File: src/rtl/mul_seq_ctrl_pkg.sv
// mul_seq_ctrl_pkg: ALU control codes and multiply sequencer state encodings
package mul_seq_ctrl_pkg;
    typedef enum logic [2:0] {
        ALU_AND  = 3'b000,
        ALU_OR   = 3'b001,
        ALU_ADD  = 3'b010,
        ALU_MULT = 3'b100,
        ALU_SUB  = 3'b110
    } alu_ctrl_e;
    typedef enum logic [1:0] {
        IDLE = 2'b00,
        BUSY = 2'b01,
        DONE = 2'b10
    } state_e;
endpackage

File: src/rtl/shift_add_step.sv
// shift_add_step: one combinational shift-add multiply iteration
module shift_add_step #(
    parameter int WIDTH = 32
) (
    input  logic [WIDTH-1:0] acc,
    input  logic [WIDTH-1:0] mcand,
    input  logic [WIDTH-1:0] mplier,
    output logic [WIDTH-1:0] acc_next,
    output logic [WIDTH-1:0] mcand_next,
    output logic [WIDTH-1:0] mplier_next,
    output logic             zero_next
);
    always_comb begin
        acc_next    = mplier[0] ? acc + mcand : acc;
        mcand_next  = mcand << 1;
        mplier_next = mplier >> 1;
        zero_next   = mplier_next == '0;
    end
endmodule

File: src/rtl/mul_seq_ctrl.sv
// mul_seq_ctrl: iterative EX-stage multiplier that stalls the pipeline until the product is ready
module mul_seq_ctrl
    import mul_seq_ctrl_pkg::*;
#(
    parameter int WIDTH      = 32,
    parameter bit EARLY_EXIT = 1'b1
) (
    input  logic             clk_i,
    input  logic             rst_i,
    input  logic             start_i,
    input  logic [2:0]       ALUCtrl_i,
    input  logic             flush_i,
    input  logic [WIDTH-1:0] data1_i,
    input  logic [WIDTH-1:0] data2_i,
    output logic             stall_o,
    output logic             busy_o,
    output logic             done_o,
    output logic [WIDTH-1:0] result_o
);
    localparam int CW = $clog2(WIDTH);
    state_e           state, state_n;
    logic [WIDTH-1:0] acc, mcand, mplier;
    logic [WIDTH-1:0] acc_n, mcand_n, mplier_n;
    logic [CW-1:0]    count;
    logic             zero_n, accept, last;
    shift_add_step #(.WIDTH(WIDTH)) u_step (
        .acc         (acc),
        .mcand       (mcand),
        .mplier      (mplier),
        .acc_next    (acc_n),
        .mcand_next  (mcand_n),
        .mplier_next (mplier_n),
        .zero_next   (zero_n)
    );
    assign accept = state == IDLE && start_i && ALUCtrl_i == ALU_MULT && !flush_i;
    assign last   = count == CW'(WIDTH - 1) || (EARLY_EXIT && zero_n);
    always_ff @(posedge clk_i) begin
        state <= rst_i ? IDLE : state_n;
    end
    // DONE and the illegal encoding both fall through to IDLE
    always_comb begin
        state_n = accept ? BUSY : (state == BUSY && !flush_i) ? (last ? DONE : BUSY) : IDLE;
    end
    always_comb begin
        stall_o = state == BUSY || accept;
        busy_o  = state == BUSY;
        done_o  = state == DONE;
    end
    always_ff @(posedge clk_i) begin
        if (rst_i) begin
            acc      <= '0;
            mcand    <= '0;
            mplier   <= '0;
            count    <= '0;
            result_o <= '0;
        end else if (flush_i) begin
            acc   <= '0;
            count <= '0;
        end else if (accept) begin
            mcand  <= data1_i;
            mplier <= data2_i;
            acc    <= '0;
            count  <= '0;
        end else if (state == BUSY) begin
            acc    <= acc_n;
            mcand  <= mcand_n;
            mplier <= mplier_n;
            count  <= count + CW'(1);
            if (last) result_o <= acc_n;
        end
    end
endmodule

File: config.mk
export PLATFORM = sky130hd
export DESIGN_NAME = mul_seq_ctrl
export DESIGN_NICKNAME = d
export VERILOG_FILES = /design/src/rtl/mul_seq_ctrl_pkg.sv /design/src/rtl/shift_add_step.sv /design/src/rtl/mul_seq_ctrl.sv
export SDC_FILE = /design/constraint.sdc
export NUM_CORES = 1
export LEC_CHECK = 0
export CAP_MARGIN = 20
export CORE_ASPECT_RATIO = 1.1
export CORE_UTILIZATION = 45
export DETAILED_ROUTE_END_ITERATION = 10
export GPL_TIMING_DRIVEN = 0
export PLACE_DENSITY = 0.74
export SYNTH_ARGS = -nofsm -noshare
export SYNTH_HDL_FRONTEND = slang
export SYNTH_HIERARCHICAL = 1
export SYNTH_SLANG_ARGS = --single-unit
File: constraint.sdc
create_clock -name clk_i -period 4.4 [get_ports clk_i]
set_input_delay 0.44 -clock clk_i [delete_from_list [all_inputs] [get_ports clk_i]]
set_output_delay 0.44 -clock clk_i [all_outputs]
set_load 0.02 [all_outputs]
After elaboration in Yosys (flattened, before gate mapping)
Cells that the tools add are included.
{ "totals": {"reg_bits": 135, "output_inout_bits": 35, "elab_cells": 38} }
{ "classes": {"n_addsub": 2, "n_eq_ne": 4, "n_mux": 8, "bitwise": 3, "n_reduce_logical": 14} }
{ "op_table": {"columns": ["op", "n"], "rows": [
  ["32-bit 2-to-1 mux", 5],
  ["32-bit adder", 1],
  ["32-bit logical NOT", 1],
  ["3-bit OR reduction", 2],
  ["5-bit by 1-bit adder with 5-bit output, second input constant", 1],
  ["5-bit equality test, second input constant", 1],
  ["1-bit logical AND", 4],
  ["4-bit AND reduction", 1],
  ["3-bit equality test, second input constant", 1],
  ["1-bit inverter", 3],
  ["2-bit by 1-bit equality test with 1-bit output, second input constant", 1],
  ["2-bit equality test, second input constant", 1],
  ["2-bit logical NOT", 1],
  ["1-bit logical OR", 2],
  ["1-bit 2-to-1 mux", 2],
  ["2-bit 2-to-1 mux", 1],
  ["2-bit AND reduction", 1],
  ["2-bit nonzero test", 1],
  ["1-bit logical NOT", 1]
]} }

Depth between registers and ports, before layout
Gate-level depths: netlist (run 1).
{ "logic_depth": {"word_depth": 6, "ltp_mapped": 11, "mapped_depth_nobuf": 11} }

By module
Netlist (run 1), hierarchy kept.
{ "by_module_without_submodules": {"columns": ["mod", "instances", "cells_per_inst", "area_per_inst_um2"], "rows": [
  ["mul_seq_ctrl", 1, 689, 6068.3],
  ["shift_add_step", 1, 397, 2781.4]
]} }

Worst setup path before layout (run 1)
Ideal clock, no wire load.
{ "synth_path": {"path_type": "register to register", "from": "register acc[0]", "to": "register result_o[28]", "setup_ps": 130, "t_arrival_ps": 2466, "path_slack_ps": 1805, "stages_incl_launch_ff": 12, "n_path_buf": 0, "period_less_slack_ps": 2595, "path_cell_list": "dfxtp_1 -> ha_1 -> fa_1 -> a21oi_1 -> nand4b_1 -> a21oi_1 -> o211ai_1 -> nand3_1 -> and3_1 -> or4b_1 -> nand2b_1 -> mux2i_1"} }
{ "synth_via": {"elab_chain_len": 2} }
{ "synth_rtl": {"columns": ["item", "line", "source"], "rows": [
  ["start, declared", "mul_seq_ctrl.sv:22", "logic [WIDTH-1:0] acc, mcand, mplier;"],
  ["start signal, assigned", "mul_seq_ctrl.sv:65", "acc <= acc_n;"],
  ["32-bit adder", "shift_add_step.sv:14", "acc_next = mplier[0] ? acc + mcand : acc;"],
  ["32-bit 2-to-1 mux", "shift_add_step.sv:14", null],
  ["via acc_n[28]", "mul_seq_ctrl.sv:23", "logic [WIDTH-1:0] acc_n, mcand_n, mplier_n;"],
  ["end signal, assigned", "mul_seq_ctrl.sv:69", "if (last) result_o <= acc_n;"],
  ["end, declared", "mul_seq_ctrl.sv:18", "output logic [WIDTH-1:0] result_o"]
]} }
The timed path passes the listed nets, and every way through them passes these cells.
A chain may end at the register's enable or synchronous reset.

Worst setup path in the final report (run 1)
{ "layout_path": {"from": "register mcand[0]", "to": "register acc[18]"} }
{ "layout_via": {"elab_chain_len": 2} }
{ "layout_rtl": {"columns": ["item", "line", "source"], "rows": [
  ["start, declared", "mul_seq_ctrl.sv:22", null],
  ["start signal, assigned", "mul_seq_ctrl.sv:60", "mcand <= data1_i;"],
  ["start signal, assigned", "mul_seq_ctrl.sv:66", "mcand <= mcand_n;"],
  ["32-bit adder", "shift_add_step.sv:14", null],
  ["32-bit 2-to-1 mux", "shift_add_step.sv:14", null],
  ["via acc_n[18]", "mul_seq_ctrl.sv:23", null]
]} }
The timed path passes the listed nets, and every way through them passes these cells.

==> impl_results.md, run 1 <==
* Status: finished, final reports clean
* Placed cell areas at 0.0102 sq mm
* Reg-to-Reg Start: mcand[0]
* Count of TritonRoute iterations in the first routing pass at 5
* Fin. Hold Viols at 0
* DP HPWL at 18.7 mm
* Setup repair bufs after CTS at 0
* Die height at 149 um
* Starting Density at 46.2%
* Post-synth cell types at 70
* Peak supply drop at 0.000266 V
* CP max stage delay at 0.86 ns
* Cts bufs inserted at 17
* Iteration-0 DRC Markers at 489
* Vias at 8,222
* Crit path kind: reg2reg
* Top cells by area, synth: dfxtp_1 31%, buf_4 6.0%, a2111oi_1 5.2%, nand2b_1 4.9%, ha_1 4.7%
* Post-route cell area at 0.0108 sq mm
* Top Ports at 106
* Clock net sink count at 135
* Drt wl/cell at 16.9 um
* All-Layer GR Usage at 25.3%
* Core Rows at 53
* Main synth FF type: dfxtp_1
* CTS clock-pin slew for the worst setup and hold paths at 0.06 ns
* Count of state elements after synthesis at 135
* Vias in the first global route at 8,030
* Fraction of the yosys area taken by sequential cells at 30.5%
* Clock buffer depth at 2
* Clk root buf: clkbuf_16
* CP Max Fanout at 6
* Worst-margin pin slew at 1.02 ns
* Setup Viol. Count Final at 0
* Syn Area/Cell at 8.15 sq um
* Layout filler cell count at 1,807
* Yosys top cell area share at 30.5%
* Hold-fix buffers, CTS at 0
* Final hold slack at 0.468 ns
* Hold Crit Start: count[4]
* Max cap viols at 0
* Die area at 0.0202 sq mm
* H-tree levels at 4
* Area growth from synthesis to layout at 21.9%
* Synth area leader: dfxtp_1
* DRT Wirelength at 24.8 mm
* Ant. Diodes at 0
* Post-Layout Cell Count at 1,468
* Synth async-reset ratio at 0%
* Largest net degree at the start of global routing at 17
* Fmax at 307 MHz
* Synthesized netlist cell count at 1,086
* Reg2reg setup slack at 1.14 ns
* First-pass GRT wire length at 40.3 mm
* Grt ovf at 0
* Synth warn at 6
* Clk_lat worst skew at 0.42 ns
* Share of layout cells above drive strength 1 at 14.3%
* Setup tns final at 0 ns
* Commonest cells in the netlist: 135 x dfxtp_1, 97 x nand2_1, 80 x a21oi_1, 73 x inv_1, 71 x buf_4
* Total Power at 3.00 mW
* # port buffers at 104
* Startpoint Class: flip-flop
* Die width at 136 um
* Hold Crit Class: reg2reg
* Clock Skews at 0.00816 ns
* Mapped Area at 0.00885 sq mm
* DRC violations left at 0
* Critical path arrival at 3.56 ns
* Number of synthesized flops with an enable pin at 0
* WP buf/inv at 0
* Core area at 0.0192 sq mm
* Vias per inst at 5.60
* RSZ-0062 raised after global routing: no
* Antenna Violating Nets Remaining at 0
* Post-CTS sizing at 0
* GP Congestion at 0.962
* Relative slew margins at 31.6%
* CP endpoint kind: flip-flop
* Initial antenna violation count at 0
* Slowest CP cell: a211oi_1
* Cell with the most instances after synthesis: dfxtp_1
* Placed Cells incl. Taps at 1,438
* Worst path required time at 4.70 ns
* Final Cycle Share at 74.1%
* Fin. max-slew vios at 0
* P_leak at 3.85 nW
* Min Tclk post-route at 3.26 ns
* CTS tree: yes
* CP top delay family: compound AO/OA/AOI/OAI gates
* Fin nets at 1,315
* Worst setup startpoint: mcand[0]
* Cells along the critical path: ha_1, fa_1, a21oi_1, nand4b_1, a21oi_1, o21ai_1, a211oi_1, o21ai_0, a31o_2, nand2_1, a21oi_1
* Critical Path Most Common Cell: a21oi_1
* Pwr dens at 278 mW/mm^2
-- cell families after synthesis --
kind of cell    Yosys count  share of synthesized area [%]
simple gates            386                           23.4
xor+xnor                 26                           2.57
compound gates          227                           18.6
fa+ha+maj                34                           4.89
buf+inv                 223                           13.5
flops                   135                           30.5
mux                      54                           6.42
other cells               1                         0.0424
-- layout by cell type, fill, tap and decap left out, types with 5 or more instances in the layout --
master | synthesis | layout
nor4_1 | 60 | 60
o221a_2 | 5 | 5
nand4_1 | 9 | 9
o221a_1 | 8 | 8
buf_2 | 14 | 14
nor2_1 | 27 | 27
a21oi_1 | 80 | 80
nand2_1 | 97 | 97
a21o_1 | 7 | 7
nand2b_1 | 69 | 69
clkdlybuf4s50_1 | 0 | 104
ha_1 | 33 | 33
o21ai_1 | 5 | 5
buf_4 | 71 | 71
clkbuf_1 | 52 | 54
mux2i_1 | 32 | 32
inv_1 | 73 | 73
nor3_1 | 59 | 59
nor2b_1 | 9 | 9
dfxtp_1 | 135 | 135
or2_2 | 13 | 13
xor2_1 | 10 | 10
o21ai_0 | 20 | 20
clkbuf_16 | 0 | 17
xnor2_1 | 16 | 16
buf_6 | 10 | 10
nand3_1 | 9 | 9
a2111oi_1 | 46 | 46
and3_1 | 7 | 7
mux2_2 | 22 | 22
a31oi_1 | 18 | 18
-- power by group --
| part | internal (mW) | switching, mW | leakage, nW | total, mW |
|---|---|---|---|---|
| Combinational | 0.143 | 0.139 | 2.47 | 0.282 |
| Clock | 0.911 | 0.542 | 0.289 | 1.45 |
| Sequential | 1.24 | 0.0194 | 1.09 | 1.26 |
-- tightest hold or removal path, delay by kind of cell (launching register included) --
kind,cells,cell delay (ns)
AO/OA/AOI/OAI,1,0.05
AND/OR/NAND/NOR,1,0.05
flip-flops,1,0.31
-- state kept, by name (all words and copies together) (netlist names) --
name and count:
acc 32, mcand 32, mplier 32, result_o 32, count 5, state 2
-- final timing paths --
path                    to  cells after the start
setup reg to reg   acc[18]                     11
hold reg to reg   count[4]                      2
setup / recovery   acc[18]                     11
hold / removal    count[4]                      2
-- routing by layer --
metal | up-vias | routed length (um) | track usage (%)
li1 | 4083 | - | -
met1 | 3862 | 11200 | 31.6
met2 | 236 | 12000 | 43.4
met3 | 41 | 1010 | 3.94
met4 | 0 | 605 | 9.66
met5 | - | 0 | 0
-- cell type report --
type                    count  area, sq um  share of cell area, %
plain buffers             149          918                   8.51
clock buffers              21          460                   4.27
clock inverters             9          126                   1.17
inverters                  74          278                   2.57
multi-input cells         729         4950                   45.9
flip-flops and latches    135         2700                   25.0
well taps                 247          309                   2.86
repair buffers            104         1040                   9.65
-- stage by stage --
| stage | util, % | setup WS [ns] |
|---|---|---|
| global placement | 53.2 | 1.23 |
| CTS | 56.3 | 1.18 |
| floorplan | - | 1.80 |
| global route | 56.3 | 0.986 |
| finish | 56.3 | 1.14 |
| detailed placement | 53.2 | 1.24 |
No activity file was read; power rests on OpenSTA's default activity.
==> inputs of run 2 (changes only) <==
==> constraint.sdc (replaced) <==
create_clock -name clk_i -period 3.11 [get_ports clk_i]
set_input_delay 0.311 -clock clk_i [delete_from_list [all_inputs] [get_ports clk_i]]
set_output_delay 0.311 -clock clk_i [all_outputs]
set_load 0.02 [all_outputs]
==> impl_results.md, run 2 (synthesis gave the netlist of run 1 again) <==
* Cts bufs inserted at 17 (unchanged)
* DP HPWL at 18.7 mm (unchanged)
* Crit path kind: reg2reg
* Antenna Violating Nets Remaining at 0 (unchanged)
* DRT Wirelength at 24.9 mm (+0.17%)
* Worst-margin pin slew at 0.701 ns (-0.319 ns)
* CP Max Fanout at 9 (+3)
* Area growth from synthesis to layout at 22.5%
* Fin nets at 1,317 (+0.15%)
* Vias at 8,222 (unchanged)
* RSZ-0062 raised after global routing: no
* Clock net sink count at 135 (unchanged)
* Max cap viols at 0 (unchanged)
* Hold-fix buffers, CTS at 0 (unchanged)
* GP Congestion at 0.962 (unchanged)
* Core area at 0.0192 sq mm (unchanged)
* Most common cell after layout, fill and taps aside: dfxtp_1
* Min Tclk post-route at 2.98 ns (-0.280 ns)
* CP endpoint kind: flip-flop
* First-pass GRT wire length at 40.4 mm (+0.15%)
* Post-layout util at 56.6% (+0.27 points)
* Fmax at 336 MHz (+9.4%)
* Top Ports at 106 (unchanged)
* Initial antenna violation count at 0 (unchanged)
* Pwr dens at 391 mW/mm^2 (+41%)
* Die width at 136 um (unchanged)
* Grt ovf at 0 (unchanged)
* Critical path arrival at 3.27 ns (-0.29 ns)
* Status: finished, final reports clean
* Starting Density at 46.2% (unchanged)
* Startpoint Class: flip-flop
* Relative slew margins at 53.3% (+22 points)
* Count of TritonRoute iterations in the first routing pass at 4 (-1)
* Die height at 149 um (unchanged)
* Most frequent cells in the layout: 135 x dfxtp_1, 104 x clkdlybuf4s50_1, 97 x nand2_1
* All-Layer GR Usage at 25.3% (+0.029 points)
* Vias in the first global route at 8,046 (+0.20%)
* Drt wl/cell at 16.9 um (about the same)
* Fin. Hold Viols at 0 (unchanged)
* P_leak at 3.85 nW (about the same)
* Hold Crit Class: in2reg
* Iteration-0 DRC Markers at 573 (+17%)
* Vias per inst at 5.59 (-0.14%)
* Clock Skews at 0.00847 ns (+0.000310 ns)
* Worst path required time at 3.40 ns (-1.30 ns)
* Share of layout cells above drive strength 1 at 15.1% (+0.79 points)
* Core Rows at 53 (unchanged)
* Total Power at 4.24 mW (+42%)
* Fin. max-slew vios at 0 (unchanged)
* Ant. Diodes at 0 (unchanged)
* CTS clock-pin slew for the worst setup and hold paths at 0.06 ns (about the same)
* CTS tree: yes
* Final Cycle Share at 95.8% (+22 points)
* Peak supply drop at 0.000380 V (+43%)
* Clk_lat worst skew at 0.42 ns (about the same)
* Clock buffer depth at 2 (unchanged)
* Clk root buf: clkbuf_16
* Die area at 0.0202 sq mm (unchanged)
* Largest net degree at the start of global routing at 17 (unchanged)
* Setup Viol. Count Final at 0 (unchanged)
* Layout filler cell count at 1,801 (-0.33%)
* DRC violations left at 0 (unchanged)
* # port buffers at 104 (unchanged)
* H-tree levels at 4 (unchanged)
run 2: cell types whose count changed in the layout (fill, tap and decap cells not counted), sizes merged:
cell,previous run,this run
buf,97,99
run 2: per-layer routing:
metal | vias to the layer above | track usage [%] | wire (um)
li1 | 4079 | - | -
met5 | - | 0 | 0
met2 | 247 | 43.5 | 12000
met1 | 3857 | 31.6 | 11200
met3 | 39 | 3.94 | 1080
met4 | 0 | 9.61 | 627
run 2: report_power, final:
part,total [mW],switching (mW),leakage (nW),internal [mW]
logic,0.398,0.196,2.47,0.202
registers,1.78,0.0275,1.09,1.76
clock network,2.06,0.769,0.289,1.29
run 2: area by class of cell:
cell class                      count  area [sq um]  share of cell area, %
Tap cell                          247           309                   2.85
Multi-Input combinational cell    729          4990                   46.0
Inverter                           74           278                   2.56
Clock buffer                       21           460                   4.25
Sequential cell                   135          2700                   24.9
Timing Repair Buffer              106          1060                   9.74
Clock inverter                      9           126                   1.17
Buffer                            149           920                   8.48
run 2: worst max-delay path: stages, from the launching register on:
cell,delay [ns]
dfxtp_1,0.36
ha_1,0.29
buf_2,0.21
and3_1,0.22
and4b_1,0.24
o311ai_2,0.17
nand4_1,0.14
or3b_1,0.38
o211a_1,0.14
or4_4,0.57
nand2_1,0.08
a21oi_1,0.06
run 2: path summary, 6_finish.rpt:
check	startpoint	endpoint	slack (ns)	depth (start not counted)
min	rst_i	mplier[27]	0.37	2
max reg2reg	mcand[15]	acc[31]	0.13	11
max	mcand[15]	acc[31]	0.13	11
min reg2reg	count[4]	count[4]	0.46	2
run 2: repair_timing:
item,CTS,global route
resized for setup,1,9
pin swaps,1,0
setup endpoints to repair,4,9
buffers inserted,2,0
run 2: per-stage QoR:
step	std cells	setup TNS [ns]	hold WS [ns]	setup slack, ns	cell area (sq um)
after floorplan	1087	0	0.441	0.515	8850
after global placement	1438	-0.129	0.449	-0.0578	10200
after detailed placement	1438	-0.140	0.456	-0.0519	10200
after CTS	1470	0	0.364	0.0219	10800
after global routing	1470	0	0.405	0.0271	10800
final	1470	0	0.370	0.131	10800
==> inputs of run 3 (changes only) <==
--- a/config.mk
+++ b/config.mk
@@ -10,7 +10,9 @@
 export CORE_UTILIZATION = 45
 export DETAILED_ROUTE_END_ITERATION = 10
 export GPL_TIMING_DRIVEN = 0
+export MAX_ROUTING_LAYER = met4
 export PLACE_DENSITY = 0.74
+export RECOVER_POWER = 25
 export SYNTH_ARGS = -nofsm -noshare
 export SYNTH_HDL_FRONTEND = slang
 export SYNTH_HIERARCHICAL = 1
==> impl_results.md, run 3 (synthesis gave the netlist of run 1 again) <==
* Max cap viols at 0 (unchanged)
* Most frequent cells in the layout: 135 x dfxtp_1, 97 x nand2_1, 79 x a21oi_1
* Layout filler cell count at 1,759 (-2.3%)
* Fin nets at 1,317 (unchanged)
* Drt wl/cell at 16.9 um (-0.22%)
* Area growth from synthesis to layout at 22.9%
* Reg2reg setup slack at 0.09 ns (-0.04 ns)
* Largest net degree at the start of global routing at 17 (unchanged)
* Multi-input logic area at 0.00499 sq mm (about the same)
* Register area at 0.00270 sq mm (unchanged)
* Clk root buf: clkbuf_16
* Fin. Hold Viols at 0 (unchanged)
* DP HPWL at 18.9 mm (+0.71%)
* Core area at 0.0192 sq mm (unchanged)
* Clock net sink count at 135 (unchanged)
* DRC violations left at 0 (unchanged)
* GP Congestion at 0.965 (+0.25%)
* Min Tclk post-route at 3.02 ns (+0.0444 ns)
* H-tree levels at 4 (unchanged)
* Final Cycle Share at 97.2% (+1.4 points)
* Peak supply drop at 0.000371 V (-2.3%)
* Seq pwr share at 40.9% (-1.2 points)
* Clock power share at 49.9% (+1.4 points)
* Sw Ratio at 24.4% (+1.0 points)
* Iteration-0 DRC Markers at 454 (-21%)
* Worst path required time at 3.40 ns (about the same)
* Sw power at 1.06 mW (+7.2%)
* Share of layout cells above drive strength 1 at 15.0% (-0.11 points)
* Setup Viol. Count Final at 0 (unchanged)
* Clock Skews at 0.00933 ns (+0.000861 ns)
* Clock buffer depth at 2 (unchanged)
* Pwr dens at 400 mW/mm^2 (+2.4%)
* Vias per inst at 5.53 (-1.1%)
* Startpoint Class: flip-flop
* Critical path arrival at 3.32 ns (+0.05 ns)
* Grt ovf at 0 (unchanged)
* Setup tns final at 0 ns (unchanged)
* Clk_lat worst skew at 0.43 ns (about the same)
* Top Ports at 106 (unchanged)
* CTS tree: yes
* P_leak at 3.96 nW (+2.9%)
* Total Power at 4.35 mW (+2.7%)
* Wire length on met1 at 11.1 mm (-1.1%)
* Die height at 149 um (unchanged)
* Most common cell after layout, fill and taps aside: dfxtp_1
* Status: finished, final reports clean
* Count of TritonRoute iterations in the first routing pass at 5 (+1)
* Internal power at 3.29 mW (+1.4%)
* Met2 wire len at 12.2 mm (+1.5%)
* Antenna Violating Nets Remaining at 0 (unchanged)
* Crit path kind: reg2reg
* Hold Crit Class: in2reg
* Comb power frac at 9.1% (-0.3 points)
* Placed Cells incl. Taps at 1,438 (unchanged)
* Max layer used: met4
* Hold-fix buffers, CTS at 0 (unchanged)
* Ant. Diodes at 0 (unchanged)
* First-pass GRT wire length at 40.5 mm (+0.17%)
* Starting Density at 46.2% (unchanged)
* DRT Wirelength at 24.8 mm (about the same)
* Core Rows at 53 (unchanged)
* CTS clock-pin slew for the worst setup and hold paths at 0.06 ns (about the same)
* Placed cell areas at 0.0102 sq mm (unchanged)
* Fmax at 331 MHz (-1.5%)
* All-Layer GR Usage at 26.4% (+1.1 points)
* CP endpoint kind: flip-flop
* Final worst slack at 0.0863 ns (-0.0444 ns)
* Relative slew margins at 52.2% (-1.1 points)
* Worst-margin pin slew at 0.717 ns (+0.0158 ns)
* Post-layout util at 56.8% (+0.19 points)
* CP Max Fanout at 9 (unchanged)
* Pre-CTS WS at -0.0651 ns (-0.0132 ns)
* Met3 wire length at 1.08 mm (+0.65%)
* Cts bufs inserted at 17 (unchanged)
* Vias in the first global route at 8,009 (-0.46%)
* Final hold slack at 0.342 ns (-0.0279 ns)
* Vias at 8,141 (-0.99%)
* RSZ-0062 raised after global routing: no
* Fin. max-slew vios at 0 (unchanged)
* Initial antenna violation count at 0 (unchanged)
* Post-Layout Cell Count at 1,472 (+0.14%)
* Die width at 136 um (unchanged)
* Post-route cell area at 0.0109 sq mm (+0.33%)
* Die area at 0.0202 sq mm (unchanged)
* # port buffers at 104 (unchanged)
[run 3: final cells by class]
type | instances | share of cell area [%]
multi-input cells | 729 | 45.8
inverters | 74 | 2.55
plain buffers | 149 | 8.42
repair buffers | 106 | 9.71
well taps | 247 | 2.84
clock buffers | 20 | 4.29
flip-flops and latches | 135 | 24.8
clock inverters | 12 | 1.51
[run 3: worst max-delay path: stages, from the launching register on]
cell and delay (ns):
dfxtp_1 0.36, ha_1 0.29, clkbuf_4 0.18, and3_1 0.20, and4b_1 0.25, o311ai_2 0.17, nand4_1 0.15, or3b_1 0.41
o211a_1 0.15, or4_4 0.57, nand2_1 0.08, a21oi_1 0.07
[run 3: power by group through the flow]
stage               clock network, mW  logic [mW]  registers [mW]
CTS                              2.20       0.399            1.78
global placement                    0       0.392            1.82
global route                     2.27       0.431            1.78
floorplan                           0       0.235            1.81
finish                           2.17       0.398            1.78
detailed placement                  0       0.397            1.82
[run 3: final timing paths]
path / start / end / cells after the start
worst min-delay path: rst_i / mplier[14] / 2
worst max register to register: mcand[15] / acc[31] / 11
worst min register to register: result_o[20] / result_o[20] / 2
worst max-delay path: mcand[15] / acc[31] / 11
[run 3: timing repair]
item                                    in CTS  in global routing
pin swaps                                    1                  0
endpoints found under the hold margin        0                  0
buffers inserted                             2                  0
gates cloned                                 0                  0
resized for setup                            1                 10
endpoints found under the setup margin       3                  8
[run 3: metal layers]
layer  GRT usage (%)  vias to the layer above
met1            31.4                     3815
met3            4.79                       39
met4            9.33                        0
met2            44.4                      203
met5               -                        -
li1                -                     4084
==> RTL change (settings of run 3) <==
The parameter `EARLY_EXIT` goes from 1'b1 to 1'b0.
--- a/src/rtl/mul_seq_ctrl.sv
+++ b/src/rtl/mul_seq_ctrl.sv
@@ -3,7 +3,7 @@
     import mul_seq_ctrl_pkg::*;
 #(
     parameter int WIDTH      = 32,
-    parameter bit EARLY_EXIT = 1'b1
+    parameter bit EARLY_EXIT = 1'b0
 ) (
     input  logic             clk_i,
     input  logic             rst_i,
Formal check against the unedited RTL: not equivalent (Yosys sat finds a counterexample within 4 cycles, from zero or initial values and one cycle with rst_i high).
==> RTL change against run 3 <==
Clock skew fell by 0.00062 ns. Cell area rose by 9.1%. Sequential share of layout area fell by 2.1 points. Synthesized area rose by 11%. Largest cell class unchanged. Sequential cell count did not move. Core utilization fell by 1.2 points. Critical path depth rose by 1. Count of clock-buffer cells in the layout fell by 1. Routed wire length rose by 7.4%. Setup slack improved by 0.032 ns. Total power rose by 0.52%.
==> RTL change: results (changes against run 3) <==
| Metric | Value |
|---|---|
| Status | complete, no violations |
| Htree depth | 4 (unchanged) |
| P_comb | 420 uW (+5.5%) |
| Critical-path maximum fanout | 4 (-5) |
| Leak Pwr | 0.00415 uW (+4.7%) |
| Starting DRT DRC Count | 667 (+47%) |
| Crit path launch | mcand[0]$_SDFFE_PP0P_ |
| N_diodes | 0 (unchanged) |
| Routed met1 length | 11.6 mm (+5.3%) |
| HPWL Detailed | 19.8 mm (+4.7%) |
| Global Route met3 Usage | 0.0438 (-0.00410) |
| Max transition margin | 0.485 (-0.0373) |
| Avg Vias per Cell | 5.71 (+3.2%) |
| Fillcell total | 1987 (+13%) |
| Crit-path max cell delay | 0.53 ns (-0.04 ns) |
| Worst skew pair latency | 0.43 ns (about the same) |
| Share of post-route cells with drive strength above 1 | 0.239 (+0.0884) |
| Pint | 3320 uW (+0.85%) |
| Post-CTS Resized | 0 (-1) |
| Clk slew on worst S/H paths | 0.06 ns (about the same) |
| VDD IR max | 0.348 mV (-6.1%) |
| Synth Warn # | 6 (unchanged) |
| Post-Route WL | 26.7 mm (+7.4%) |
| All-Layer GR Usage | 0.252 (-0.0124) |
| Routability cong. | 0.926 (-4.0%) |
| Final Skew | 0.00871 ns (-0.000616 ns) |
| Met2 Routed Length | 12.9 mm (+6.3%) |
| Vias in the first global route | 8572 (+7.0%) |
| CP max-delay cell | or4b_1 |
| Final #Nets | 1391 (+5.6%) |
| WL met3 | 1.45 mm (+34%) |
| Seq. pwr | ~1800 uW |
| Worst EP arrival | 3.28 ns (-0.04 ns) |
| Met2 Use GR | 0.421 (-0.0235) |
| First-pass GRT wire length | 43.3 mm (+7.0%) |
| Met1 Resource Use GR | 0.303 (-0.0115) |
| Clock Power | 2190 uW |
## RTL change: worst paths after layout
| kind | end | slack (ns) | depth (start not counted) |
|---|---|---|---|
| setup / recovery | result_o[28]$_SDFFE_PP0P_ | 0.12 | 12 |
| hold / removal | state[0]$_SDFF_PP0_ | 0.39 | 3 |
| setup reg to reg | result_o[28]$_SDFFE_PP0P_ | 0.12 | 12 |
| hold reg to reg | result_o[23]$_SDFFE_PP0P_ | 0.45 | 2 |
## RTL change: per-stage QoR
| stage | hold slack, ns | setup WS (ns) | area, um2 | util | instances |
|---|---|---|---|---|---|
| finish | 0.389 | 0.118 | 11900 | 0.555 | 1589 |
| CTS | 0.380 | 0.0286 | 11900 | 0.556 | 1589 |
| floorplan | 0.441 | 0.523 | 9840 | - | 1161 |
| global placement | 0.443 | -0.0169 | 11200 | 0.526 | 1555 |
| detailed placement | 0.445 | -0.0310 | 11200 | 0.526 | 1555 |
| global route | 0.415 | -0.0102 | 11900 | 0.555 | 1589 |
## RTL change: worst reg2reg max path, stage by stage, from the launching register on
cell and delay (ns):
dfxtp_1 0.36, ha_1 0.26, fa_1 0.44, a21oi_2 0.18, nand4b_1 0.16, a21oi_1 0.15
o211ai_1 0.20, buf_4 0.17, nand3_1 0.10, and3_1 0.17, or4b_1 0.53, nand2_1 0.09
a21oi_1 0.05
## RTL change: area by class of cell
| type | instances | area (um2) | share of cell area |
|---|---|---|---|
| timing repair buffer | 106 | 1060 | 0.0890 |
| inverter | 9 | 33.8 | 0.00285 |
| multi-input combinational | 844 | 6040 | 0.509 |
| sequential | 135 | 2700 | 0.228 |
| buffer | 173 | 1040 | 0.0875 |
| clock buffer | 19 | 453 | 0.0382 |
| tap | 290 | 363 | 0.0306 |
| clock inverter | 13 | 176 | 0.0149 |
